File: src/rtl/contador_modos.sv
// Multi-mode synchronous counter: up, down, down-by-3 or parallel load, with a
// registered wrap flag (rco) for cascading and a load acknowledge pulse.
module contador_modos #(
  parameter int WIDTH = 4
) (
  input  logic             clk,
  input  logic             reset_L,
  input  logic             enable,
  input  logic             ent,
  input  logic [1:0]       modo,
  input  logic [WIDTH-1:0] D,
  output logic [WIDTH-1:0] Q,
  output logic             rco,
  output logic             load_done
);

  typedef enum logic [1:0] {
    IDLE,
    COUNT,
    LOADED
  } state_t;

  state_t           state_q, state_d;
  logic [WIDTH-1:0] q_q, q_d;
  logic             rco_q, rco_d;
  logic             load_done_q;
  logic             act;
  logic [WIDTH:0]   upSum, downDiff, down3Diff;

  assign act = enable & ent;

  // The extra top bit of each result is the carry/borrow, taken from the pre-update count.
  assign upSum     = {1'b0, q_q} + (WIDTH+1)'(1);
  assign downDiff  = {1'b0, q_q} - (WIDTH+1)'(1);
  assign down3Diff = {1'b0, q_q} - (WIDTH+1)'(3);

  always_comb begin
    q_d     = q_q;
    rco_d   = 1'b0;
    state_d = IDLE;
    if (act) begin
      state_d = COUNT;
      unique case (modo)
        2'b00: begin
          q_d   = upSum[WIDTH-1:0];
          rco_d = upSum[WIDTH];
        end
        2'b01: begin
          q_d   = downDiff[WIDTH-1:0];
          rco_d = downDiff[WIDTH];
        end
        2'b10: begin
          q_d   = down3Diff[WIDTH-1:0];
          rco_d = down3Diff[WIDTH];
        end
        default: begin
          q_d     = D;
          state_d = LOADED;
        end
      endcase
    end
  end

  always_ff @(posedge clk) begin
    if (!reset_L) begin
      state_q     <= IDLE;
      q_q         <= '0;
      rco_q       <= 1'b0;
      load_done_q <= 1'b0;
    end else begin
      state_q     <= state_d;
      q_q         <= q_d;
      rco_q       <= rco_d;
      load_done_q <= (state_d == LOADED);
    end
  end

  assign Q         = q_q;
  assign rco       = rco_q;
  assign load_done = load_done_q;

endmodule

File: config.mk
export PLATFORM = sky130hd
export DESIGN_NAME = contador_modos
export DESIGN_NICKNAME = d
export VERILOG_FILES = /design/src/rtl/contador_modos.sv
export SDC_FILE = /design/constraint.sdc
export NUM_CORES = 1
export LEC_CHECK = 0
export CORE_AREA = 4 4 41 43
export CTS_BUF_LIST = sky130_fd_sc_hd__clkbuf_16
export CTS_CLUSTER_DIAMETER = 60
export CTS_CLUSTER_SIZE = 24
export DETAILED_ROUTE_END_ITERATION = 7
export DIE_AREA = 0 0 45 47
export HOLD_SLACK_MARGIN = 0.12
export PLACE_DENSITY = 0.62
export SETUP_SLACK_MARGIN = 0.05
export SLEW_MARGIN = 15
export SYNTH_ARGS = -nofsm -noshare
export SYNTH_HDL_FRONTEND = slang
export SYNTH_SLANG_ARGS = --single-unit
File: constraint.sdc
create_clock -name clk -period 4.1 [get_ports clk]
set_input_delay 1.23 -clock clk [delete_from_list [all_inputs] [get_ports clk]]
set_output_delay 1.23 -clock clk [all_outputs]
set_load 0.02 [all_outputs]
=== After elaboration in Yosys (flattened, before gate mapping) ===
Cells that the tools add are included.

* Latch bits: 0
* Memories: 0
* Bits in writable memories: 0
* Input port bits: 10
* Flip-flop bits (word level): 6
* ROM bits: 0

* Shifts and indexed selects: 0
* Div/mod/pow operators: 0
* Reduce and logical (&&, ||, !) cells: 3
* $mul: 0
* Magnitude comparators: 0
* Muxes and demuxes: 4
* $add $sub $neg: 3
* Bitwise logic cells: 1
* Equality and inequality tests: 3

{| class="wikitable"
|+ Operators by type and width
! cell !! number
|-
| 4-bit one-hot mux with 3 select lines || 1
|-
| 4-bit by 1-bit adder with 5-bit output, second input constant || 1
|-
| 4-bit by 1-bit subtractor with 5-bit output, second input constant || 1
|-
| 4-bit by 2-bit subtractor with 5-bit output, second input constant || 1
|-
| 2-bit equality test, second input constant || 2
|-
| 2-bit two-way mux || 2
|-
| 1-bit one-hot mux with 3 select lines || 1
|-
| 3-bit OR reduction || 1
|-
| 2-bit by 1-bit equality test with 1-bit output, second input constant || 1
|-
| 2-bit zero test || 1
|-
| 2-bit AND reduction || 1
|-
| 1-bit AND || 1
|}

=== Depth between registers and ports, before layout ===
* Word-level depth: 5
* Mapped depth: 7
* Depth with buffers taken out: 6

=== Worst setup path before layout ===
OpenSTA, ideal clock, no wires.

* Path type: in2reg
* Start: input modo[0]
* End: register q_q[3] (netlist: Q[3])
* Data required time: 3,976 ps
* Stages: 4
* Arrival: 1,982 ps
* Setup slack: 1,993 ps
* Cell sequence: and3b_1 or3_1 a31oi_1 o41ai_2

* Cells in the longest elaborated chain, start to end: 2
* Elaborated cells between the ends (all ways): 4

{| class="wikitable"
|+ RTL lines
! item !! line !! RTL
|-
| start, declared || 10 || <nowiki>input logic [1:0] modo,</nowiki>
|-
| 2-bit equality test, or another cell as far along || 43 || <nowiki>unique case (modo)</nowiki>
|-
| 4-bit one-hot mux with 3 select lines (*) || 43 ||
|-
| end signal, assigned || 72 || <nowiki>q_q <= q_d;</nowiki>
|-
| end, declared || 24 || <nowiki>logic [WIDTH-1:0] q_q, q_d;</nowiki>
|}

Every way passes the cells marked *; elsewhere a longest branch is shown, timed or not.
A chain may end at the register's enable or synchronous reset.

=== Worst setup path in the final report ===
Same ends and word-level chain as after synthesis.

==> impl_metrics.tcl <==
set metrics [dict create \
    p_int_uw 212 \
    core_area_um2 1300 \
    drv_slew 0 \
    fp.dieW_um 45 \
    post-place-ws_ns 1.16 \
    pin_count 16 \
    synth_area_um2 469 \
    crit_required_ns 4.21 \
    hold_class "flop to flop" \
    clockBufferDepth 2 \
    place_congestion 0.797 \
    cts_root_buf "clkbuf_16" \
    crit_path_end "Q[3]" \
    hold_buffers 0 \
    synth.top_cell.area_share 0.256 \
    ir_drop_v 0.000260 \
    grt_pass1_vias 409 \
    seq_power_share 0.253 \
    cp-start-kind "input pin" \
    cts_buffers 3 \
    end_kind "flop" \
    syn_area_per_cell_um2 7.57 \
    synth-edff-count 0 \
    grt_setup_unrepaired "no" \
    fin_skew_ns 0.00128 \
    dp.cells 88 \
    slew_headroom 0.706 \
    synth-main-ff-cell "dfxtp_1" \
    worstPathArrival_ns 2.80 \
    synthTopCellsByArea "dfxtp_1 26%, nand2_1 8.0%, xnor2_1 5.6%, ha_1 5.3%, a21oi_1 4.3%" \
    drtAntennaViolNets 0 \
    critPathMaxFanout 13 \
    antenna_found_initial 0 \
    clk_pin_slew_ns 0.03 \
    r2r_start "Q[0]" \
    tightest_slew_ns 0.440 \
    area_growth_pct 46.4 \
    die-area_um2 2120 \
    htree_levels 1 \
    finalHoldViolations 0 \
    finalCriticalPeriod_ns 2.70 \
    fp.dieH_um 47 \
    drc 0 \
    clock-sinks 6 \
    regToRegSetupSlack_ns 2.60 \
    start_util 0.361 \
    final_cells 91 \
    grt_pass1_wl_mm 1.78 \
    viasPerCell 5.33 \
    drt_wl_total_mm 1.14 \
    drive_gt1_frac 0.0526 \
    setup-tns-final_ns 0 \
    yosysMostFrequentCell "nand2_1" \
    cts_tree "yes" \
    yosysWarnings 0 \
    drtIter0Drc 6 \
    whs_ns 0.624 \
    cts_setup_buffers 0 \
    dpl.hpwl_um 817 \
    p_leak_uw 0.000260 \
    cts-resized-gates 0 \
    wl_per_cell_um 12.5 \
    n_antenna_cell 0 \
    run_status "completed" \
    crit_start "modo[0]" \
    layout_setup_ws_ns 1.40 \
    synth_cell_types 28 \
    numPortBuffers 15 \
    async_reset_ff_frac 0 \
    fillers 138 \
    p_per_area_nw_per_um2 397 \
    ys_seq_area_frac 0.256 \
    r2r-end "Q[2]" \
    p_sw_uw 60.1 \
    synth_top_cells_by_count "10 x nand2_1, 6 x dfxtp_1, 5 x nor2_1" \
    yosys.area.top_type "dfxtp_1" \
    clk_latency_ns 0.23 \
    reg2reg_depth 6 \
    syn_inst 62 \
    final_nets 90 \
    maxCapViolations 0 \
    p_comb_frac 0.174 \
    finalSetupViolations 0 \
    grt_use_total 0.121 \
    path_class "input pin to flop" \
    grt.overflow.total 0 \
    synth_nets 74 \
    p_clk_frac 0.573 \
    rows 13 \
    ys_seq_elements 6 \
    power_switching_share 0.221 \
    max_freq_mhz 371 \
    min_period_over_period 0.657 \
    first_pass_iters 4 \
    p_total_uw 272 \
    vias 485 \
    grt_max_degree 14 \
]
## routing by layer
layer	vias to the layer above	wire length [µm]	GRT usage
li1	249	-	-
met1	221	512	0.137
met2	13	546	0.195
met3	2	70	0.0575
met4	0	9	0.0526
met5	-	0	0
## registers in the layout, indices dropped and copies added (netlist names)
signal and count:
Q 4, rco 1, load_done 1
## power by group through the flow
stage               clock network, µW  registers, µW  logic (µW)
detailed placement                  0           69.8        47.5
global placement                    0           69.9        47.4
global route                      163           69.9        51.4
floorplan                           0           69.7        28.2
CTS                               158           69.1        47.8
finish                            156           69.0        47.3
## layout make-up
type | instances | area [µm²] | share of cell area
Clock buffer | 3 | 75.1 | 0.109
Inverter | 2 | 7.51 | 0.0109
Multi-Input combinational cell | 50 | 315 | 0.459
Sequential cell | 6 | 120 | 0.175
Tap cell | 15 | 18.8 | 0.0273
Timing Repair Buffer | 15 | 150 | 0.219
## placed cells by master (no fill, tap or decap), types with 2 or more instances in the layout
cell             instances
a21oi_1                  4
a31oi_1                  2
and3b_1                  2
clkbuf_16                3
clkdlybuf4s50_1         15
dfxtp_1                  6
ha_1                     2
inv_1                    2
nand2_1                 10
nand3_1                  3
nor2_1                   5
nor3b_1                  2
o211ai_1                 2
o21ai_0                  3
xnor2_1                  3
## metrics by stage
| step | instance area (µm²) | utilization |
|---|---|---|
| 2_1_floorplan | 469 | - |
| 3_3_place_gp | 612 | 0.470 |
| 3_5_place_dp | 612 | 0.470 |
| 4_1_cts | 687 | 0.528 |
| 5_1_grt | 687 | 0.528 |
| 6_report | 687 | 0.528 |
## critical path, cell delays in order
cell and delay [ns]:
clkdlybuf4s50_1 0.71, and3b_1 0.22, or3_1 0.33, a31oi_1 0.21, o41ai_2 0.10
## worst min-delay path by stage
stage | start | end | cells past startpoint
after floorplan | Q[3] | Q[3] | 2
after global placement | Q[1] | Q[1] | 2
after detailed placement | Q[1] | Q[1] | 2
after CTS | Q[1] | Q[1] | 2
after global routing | Q[1] | Q[1] | 2
final | Q[1] | Q[1] | 2
## kinds of logic (layout without fill, tap and decap cells)
family | count (synthesis) | count (layout) | synth area share
compound gates | 15 | 15 | 0.208
xor+xnor | 3 | 3 | 0.0560
fa+ha+maj | 2 | 2 | 0.0533
buf+inv | 6 | 20 | 0.0720
flops | 6 | 6 | 0.256
mux | 1 | 1 | 0.0213
simple gates | 29 | 29 | 0.333
(Power assumes the default switching activity.)
